[config.mk]
export PLATFORM = sky130hd
export DESIGN_NAME = mmio_io_bridge
export DESIGN_NICKNAME = d
export VERILOG_FILES = /design/src/rtl/mmio_pkg.sv /design/src/rtl/btn_debounce.sv /design/src/rtl/mmio_io_bridge.sv
export SDC_FILE = /design/constraint.sdc
export NUM_CORES = 1
export LEC_CHECK = 0
export ABC_CLOCK_PERIOD_IN_PS = 4500
export CAP_MARGIN = 20
export CORE_ASPECT_RATIO = 1.5
export CORE_MARGIN = 4
export CORE_UTILIZATION = 56
export CTS_BUF_LIST = sky130_fd_sc_hd__clkbuf_4 sky130_fd_sc_hd__clkbuf_8
export CTS_CLUSTER_SIZE = 20
export DETAILED_ROUTE_END_ITERATION = 12
export HOLD_SLACK_MARGIN = 0.1
export PLACE_DENSITY = 0.88
export SLEW_MARGIN = 5
export SYNTH_ARGS = -nofsm -noshare
export SYNTH_HDL_FRONTEND = slang
export SYNTH_SLANG_ARGS = --single-unit
[constraint.sdc]
create_clock -name clk -period 4.5 [get_ports clk]
set_input_delay 0.9 -clock clk [delete_from_list [all_inputs] [get_ports clk]]
set_output_delay 0.9 -clock clk [all_outputs]
set_load 0.005 [all_outputs]
[src/rtl/mmio_pkg.sv]
// rtl/mmio_pkg.sv - I/O page and register offsets shared by the MMIO bridge
package mmio_pkg;

  localparam logic [19:0] IO_PAGE      = 20'hFFFFF;

  localparam logic [11:0] OFF_SEG      = 12'h000;
  localparam logic [11:0] OFF_TIMER    = 12'h020;
  localparam logic [11:0] OFF_LED      = 12'h060;
  localparam logic [11:0] OFF_LED_SET  = 12'h064;
  localparam logic [11:0] OFF_LED_CLR  = 12'h068;
  localparam logic [11:0] OFF_SW       = 12'h070;
  localparam logic [11:0] OFF_BTN      = 12'h078;
  localparam logic [11:0] OFF_BTN_EDGE = 12'h07C;

endpackage

[src/rtl/btn_debounce.sv]
// rtl/btn_debounce.sv - one-bit button synchroniser and debouncer with rise pulse
module btn_debounce #(
  parameter int DEB_CYC = 1_000_000
) (
  input  logic clk,
  input  logic rst,
  input  logic btn_raw,
  output logic btn_deb,
  output logic btn_rise
);

  localparam int CW = $clog2(DEB_CYC);
  localparam logic [CW-1:0] CNT_MAX = CW'(DEB_CYC - 1);

  logic          s1;
  logic          s2;
  logic [CW-1:0] cnt;
  logic          settle;

  // The debounced level flips on the cycle the mismatch count completes.
  assign settle   = (s2 != btn_deb) && (cnt == CNT_MAX);
  assign btn_rise = settle && s2;

  always_ff @(posedge clk) begin
    if (rst) begin
      s1      <= 1'b0;
      s2      <= 1'b0;
      cnt     <= '0;
      btn_deb <= 1'b0;
    end else begin
      s1 <= btn_raw;
      s2 <= s1;
      if ((s2 == btn_deb) || settle) cnt <= '0;
      else                           cnt <= cnt + CW'(1);
      if (settle) btn_deb <= s2;
    end
  end

endmodule

[src/rtl/mmio_io_bridge.sv]
// rtl/mmio_io_bridge.sv - CPU data-bus bridge: DRAM pass-through plus I/O register page
module mmio_io_bridge
  import mmio_pkg::*;
#(
  parameter logic [31:0] DRAM_BASE = 32'h0000_4000,
  parameter int          DRAM_AW   = 14,
  parameter int          SW_W      = 24,
  parameter int          LED_W     = 24,
  parameter int          BTN_W     = 5,
  parameter int          DEB_CYC   = 20'd1_000_000
) (
  input  logic               clk,
  input  logic               rst,
  input  logic [31:0]        addr,
  input  logic               wen,
  input  logic [31:0]        wdata,
  output logic [31:0]        rdata,
  output logic [DRAM_AW-1:0] dram_addr,
  output logic               dram_we,
  output logic [31:0]        dram_wdata,
  input  logic [31:0]        dram_rdata,
  input  logic [SW_W-1:0]    device_sw,
  input  logic [BTN_W-1:0]   device_button,
  output logic [LED_W-1:0]   device_led,
  output logic [31:0]        led_data
);

  logic             io_hit;
  logic [11:0]      offset;
  logic             io_wr;
  logic [31:0]      timer;
  logic [LED_W-1:0] led;
  logic [SW_W-1:0]  sw_s1;
  logic [SW_W-1:0]  sw_sync;
  logic [BTN_W-1:0] btn_deb;
  logic [BTN_W-1:0] btn_rise;
  logic [BTN_W-1:0] btn_edge;
  logic [BTN_W-1:0] edge_clr;

  assign io_hit     = (addr[31:12] == IO_PAGE);
  assign offset     = addr[11:0];
  assign io_wr      = wen & io_hit;

  // Addresses outside the DRAM window wrap modulo the DRAM size.
  assign dram_addr  = DRAM_AW'((addr - DRAM_BASE) >> 2);
  assign dram_we    = wen & ~io_hit;
  assign dram_wdata = wdata;
  assign device_led = led;

  assign edge_clr   = (io_wr && (offset == OFF_BTN_EDGE)) ? wdata[BTN_W-1:0] : '0;

  for (genvar i = 0; i < BTN_W; i++) begin : g_btn
    btn_debounce #(.DEB_CYC(DEB_CYC)) u_deb (
      .clk      (clk),
      .rst      (rst),
      .btn_raw  (device_button[i]),
      .btn_deb  (btn_deb[i]),
      .btn_rise (btn_rise[i])
    );
  end

  always_ff @(posedge clk) begin
    if (rst) begin
      sw_s1    <= '0;
      sw_sync  <= '0;
      timer    <= '0;
      led      <= '0;
      led_data <= '0;
      btn_edge <= '0;
    end else begin
      sw_s1   <= device_sw;
      sw_sync <= sw_s1;
      timer   <= (io_wr && (offset == OFF_TIMER)) ? wdata : timer + 32'd1;
      if (io_wr) begin
        case (offset)
          OFF_SEG:     led_data <= wdata;
          OFF_LED:     led      <= wdata[LED_W-1:0];
          OFF_LED_SET: led      <= led | wdata[LED_W-1:0];
          OFF_LED_CLR: led      <= led & ~wdata[LED_W-1:0];
          default: begin end
        endcase
      end
      // A new rise outranks a simultaneous write-one-to-clear.
      btn_edge <= (btn_edge & ~edge_clr) | btn_rise;
    end
  end

  always_comb begin
    rdata = dram_rdata;
    if (io_hit) begin
      case (offset)
        OFF_SEG:                          rdata = led_data;
        OFF_TIMER:                        rdata = timer;
        OFF_LED, OFF_LED_SET, OFF_LED_CLR: rdata = 32'(led);
        OFF_SW:                           rdata = 32'(sw_sync);
        OFF_BTN:                          rdata = 32'(btn_deb);
        OFF_BTN_EDGE:                     rdata = 32'(btn_edge);
        default:                          rdata = '0;
      endcase
    end
  end

endmodule

======== Word-level counts from Yosys, hierarchy flattened ========
Index checks and enable logic that the tools add are counted.
cells by class
  $add $sub $neg .......................... 7
  equality and inequality tests ........... 23
  mux-type cells .......................... 5
  bitwise operators ....................... 9
  reduce and logical (&&, ||, !) cells .... 27
operator list
  kind                                                                    number
  32-bit one-hot mux with 6 select lines                                  1
  20-bit == test (second input constant)                                  6
  20-bit by 1-bit adder with 20-bit output (second input constant)        5
  12-bit by 7-bit == test with 1-bit output (second input constant)       6
  24-bit one-hot mux with 3 select lines                                  1
  32-bit two-way mux                                                      2
  32-bit by 1-bit adder with 32-bit output (second input constant)        1
  24-bit bitwise AND                                                      1
  24-bit NOT                                                              1
  24-bit bitwise OR                                                       1
  16-bit by 15-bit subtractor with 16-bit output (second input constant)  1
  12-bit by 6-bit == test with 1-bit output (second input constant)       1
  1-bit logical AND                                                       12
  12-bit logical NOT                                                      1
  2-bit OR reduction                                                      5
  5-bit bitwise AND                                                       1
  1-bit == test                                                           5
  1-bit logical OR                                                        5
  5-bit two-way mux                                                       1
  1-bit != test                                                           5
  5-bit NOT                                                               1
  5-bit bitwise OR                                                        1
  2-bit AND reduction                                                     2
  3-bit nonzero test                                                      1
  3 further kinds                                                         4
word-level totals
  flip-flop bits (word level) ............. 256
  bits of input ports ..................... 128
  output and inout bits ................... 135
  logic and storage cells ................. 97

======== Logic depth before layout (Yosys ltp) ========
  depth in word-level cells ............... 7
  mapped depth ............................ 8
  gate-level depth less buffers ........... 6

======== Modules after synthesis ========
A second synthesis with hierarchy kept.
second synthesis, totals
  cell total of the unflattened synthesis .. 1346
  area, all modules ....................... 12189.2 µm²
by module, submodules not included
  module          times used  cells each  area each (µm²)  sequential area each (µm²)
  mmio_io_bridge  1           766         7028.0           2822.7
  btn_debounce    5           116         1032.2           460.4

======== Worst setup path before layout ========
No wires, ideal clock.
  path kind ............................... in2out
  start point ............................. in addr[3]
  end point ............................... out rdata[22]
  arrival ................................. 2.694 ns
  required time ........................... 3.600 ns
  path slack .............................. 0.906 ns
  cell stages on the path ................. 7
  buffers on the path ..................... 3
  cells stage by stage .................... buf_2 or4_1 nor4_1 buf_2 buf_1 a221oi_1 o21ai_0
between the ends
  word-level cells in the longest chain between the ends .. 4
RTL lines
  item                                        RTL line              text
  start, declared                             mmio_io_bridge.sv:14  input logic [31:0] addr,
  12-bit by 7-bit == test with 1-bit output   mmio_io_bridge.sv:91  case (offset)
  3-bit OR reduction                          mmio_io_bridge.sv:91
  32-bit one-hot mux with 6 select lines (*)  mmio_io_bridge.sv:91
  32-bit two-way mux (*)                      mmio_io_bridge.sv:90  if (io_hit) begin
  end, declared                               mmio_io_bridge.sv:17  output logic [31:0] rdata,
Mark *: on every way between the ends. The rest lies on a longest branch, timed or not.

======== Worst setup path after layout ========
  start point ............................. in addr[0]
  end point ............................... out rdata[20]
The elaborated chain is that of the path after synthesis.

==> results.toml <==
[power]
static_power_due_to_leakage_nw = 5.16
design_power_total_w = 0.00462
power_density_normalized_to_cell_area_nw_per_um2 = 306
peakVddDrop_mv = 0.223

[worst_setup_path]
required_ns = 3.60
critical_path.max_fanout = 8
timing.critical_path.arrival_ns = 3.56
crit_type = "input pin to output pin"
cp-start-kind = "input pin"
worst_setup_path_end_kind = "output pin"

[floorplan]
initial_core_util = 0.570
io_pins = 263
design.core.area_um2 = 20400
floorplan.die.width_um = 126
die_y_um = 185
num_rows = 64
die_area_um2 = 23200

[clock_network]
cts.sink_count = 256
clk_root_buffer_cell = "sky130_fd_sc_hd__clkbuf_8"
cts_htree_levels = 2
cts_tree = "built"
clock_insertion_delay_at_the_later_pin_of_the_skew_report_ns = 0.52
ctsLongestPathBuffers = 3
inserted_clock_buffers = 39
worst_setup_hold_path_clk_slew_ns = 0.07

[drt]
first_iter_violations = 662
avgRoutedWirePerCell_um = 17.9
postRouteWirelength_mm = 33.4
vias = 10900
drtPass1Iterations = 5
postRouteAntennaNets = 0
viasPerCell = 5.85
route.detailed.drc = 0

[grt]
wire_length_of_the_first_global_routing_pass_mm = 53.4
grt_start_max_net_pins = 85
grt_antenna_before_repair = 0
grt_usage = 0.277
via_count_of_the_first_global_routing_pass = 11100
globalRouteOverflowTotal = 0

[logic_synthesis]
yosys-mux-area-fraction = 0.0143
synth_seq_cells = 256
largest_family_of_logic_cells_by_synthesized_area = "simple AND/OR/NAND/NOR gates"
synthesis.nets = 1486
yosys-top-cells-count = "sky130_fd_sc_hd__dfxtp_1 (256), sky130_fd_sc_hd__nor2_1 (165), sky130_fd_sc_hd__nand2_1 (151), sky130_fd_sc_hd__nor2b_1 (83), sky130_fd_sc_hd__xor2_1 (67)"
netlist_instances = 1351
synthSimpleGateAreaFrac = 0.259
synthArstFlopShare = 0
synthDominantAreaCellType = "sky130_fd_sc_hd__dfxtp_1"
synth_area_leaders = "sky130_fd_sc_hd__dfxtp_1 (44%), sky130_fd_sc_hd__nor2_1 (5.3%), sky130_fd_sc_hd__xor2_1 (5.0%)"
synth_area_um2 = 11600
yosysTopAreaCellShare = 0.441
synth-edff-count = 0
count_of_distinct_cell_types_in_the_synthesized_netlist = 46
post-synth-top-count-cell = "sky130_fd_sc_hd__dfxtp_1"
synth_top_flop_cell = "sky130_fd_sc_hd__dfxtp_1"
synth_xor_area_frac = 0.0941
synth-compound-area-share = 0.125
post_synth.cell_area_avg_um2 = 8.61
yosysSeqAreaShare = 0.441
synth-warning-count = 0
synth-adder-area-share = 0.00753

[outcome]
run_status = "completed"

[timing]
hold_viol = 0
worstMarginPinSlew_ns = 1.00
period_minus_slack_ns = 4.46
setup_repair_after_global_routing_missed_its_margin = "true"
final.setup.worst_slack_ns = 0.0377
setup_viol = 0
finalClockSkew_ns = 0.0165
slew_margin_rel = 0.330
max_freq_mhz = 224
final-max-slew-violation-count = 0
finalCritPeriodShare = 0.992

[worst_hold_path]
hold_path.class = "flop to flop"

[placed_design]
gp_routability_congestion = 0.871
place_hpwl_mm = 23.7
port_buffers = 262
pre_cts_ws_ns = -0.0646

[layout]
final_layout_size_suffix_gt1_frac = 0.0733
final_core_utilization = 0.739
fillerInstances = 1474
nNetsFinal = 1704
area_growth_pct = 29.8

[job]
max_cap_viols = 0
==> layout by cell type, fill, tap and decap left out, types with 6 or more instances in the layout <==
cell,count
sky130_fd_sc_hd__nor2_1,164
sky130_fd_sc_hd__mux2i_1,11
sky130_fd_sc_hd__xor2_1,67
sky130_fd_sc_hd__nor3_1,17
sky130_fd_sc_hd__a211oi_1,31
sky130_fd_sc_hd__a32o_1,19
sky130_fd_sc_hd__buf_4,25
sky130_fd_sc_hd__clkbuf_8,48
sky130_fd_sc_hd__and2_1,10
sky130_fd_sc_hd__a22o_1,24
sky130_fd_sc_hd__nor4_1,19
sky130_fd_sc_hd__xnor2_1,58
sky130_fd_sc_hd__nand3_1,58
sky130_fd_sc_hd__o21ai_0,56
sky130_fd_sc_hd__nand2_1,150
sky130_fd_sc_hd__o21ai_1,6
sky130_fd_sc_hd__a21oi_1,38
sky130_fd_sc_hd__inv_1,17
sky130_fd_sc_hd__clkbuf_4,11
sky130_fd_sc_hd__and4_1,11
sky130_fd_sc_hd__nand4_1,33
sky130_fd_sc_hd__a22oi_1,8
sky130_fd_sc_hd__or3_1,7
sky130_fd_sc_hd__a221oi_1,19
sky130_fd_sc_hd__nor4b_1,8
sky130_fd_sc_hd__ha_1,7
sky130_fd_sc_hd__nor2b_1,83
sky130_fd_sc_hd__and3_1,20
sky130_fd_sc_hd__dfxtp_1,256
sky130_fd_sc_hd__clkdlybuf4s50_1,260
==> critical path: stages <==
cell and delay [ns]:
sky130_fd_sc_hd__clkdlybuf4s50_1 0.48, sky130_fd_sc_hd__or4_4 0.60, sky130_fd_sc_hd__nor4_4 0.30, sky130_fd_sc_hd__buf_4 0.23, sky130_fd_sc_hd__buf_4 0.14, sky130_fd_sc_hd__a32o_1 0.11
sky130_fd_sc_hd__a221oi_1 0.06, sky130_fd_sc_hd__o21ai_0 0.20, sky130_fd_sc_hd__clkdlybuf4s50_1 0.54
==> sequential cells by signal, indices dropped and copies added (netlist names) <==
signal and cells:
g_btn.u_deb.cnt 100, led_data 32, timer 32, device_led 24, sw_s1 24, sw_sync 24
btn_edge 5, g_btn.u_deb.btn_deb 5, g_btn.u_deb.s1 5, g_btn.u_deb.s2 5
==> cell families after synthesis <==
kind of cell               after synthesis
and+or+nand+nor                        603
DFF                                    256
AOI/OAI and AO/OA                      212
buffers and inverters                  132
xor gates and xnor gates               125
muxes                                   16
adders and majority gates                7
==> layer usage <==
metal,vias to the layer above,part of all wire,global-route usage
li1,5098,-,-
met1,5114,0.36,0.298
met2,563,0.51,0.501
met3,117,0.083,0.0606
met4,0,0.052,0.154
met5,-,0,0
==> final timing paths <==
path | from | endpoint | slack, ns | depth (start not counted)
worst max-delay path | addr[0] | rdata[20] | 0.04 | 9
worst min-delay path | sw_s1[2] | sw_sync[2] | 0.43 | 1
worst max register to register | timer[0] | timer[28] | 1.97 | 6
worst min register to register | sw_s1[2] | sw_sync[2] | 0.43 | 1
==> report_power, final <==
group | internal [W] | switching, W
registers | 0.00229 | 0.0000129
clock network | 0.00111 | 0.000874
logic | 0.000195 | 0.000131
==> area by class of cell <==
cell class,count,area [um^2],share of cell area
sequential,256,5120,0.339
multi-input combinational,963,5860,0.388
tap,264,330,0.0219
inverter,17,63.8,0.00423
clock inverter,9,77.6,0.00514
timing repair buffer,292,2900,0.192
clock buffer,59,743,0.0492
antenna,1,2.50,0.000166
==> repair_timing <==
item / in CTS / in global routing
hold buffers: 0 / 0
setup endpoints to repair: 13 / 24
resized for setup: 3 / 7
pin swaps: 0 / 1
setup buffers: 0 / 0
==> through the flow <==
step           cell area (um^2)  cells  setup TNS, ns  hold slack [ns]
2_1_floorplan             11600   1351              0            0.413
3_3_place_gp              14300   1791        -0.0148            0.418
3_5_place_dp              14300   1791         -0.121            0.424
4_1_cts                   15100   1859              0            0.438
5_1_grt                   15100   1860        -0.0169            0.454
6_report                  15100   1861              0            0.434
Power figures use the tool's default switching activity.
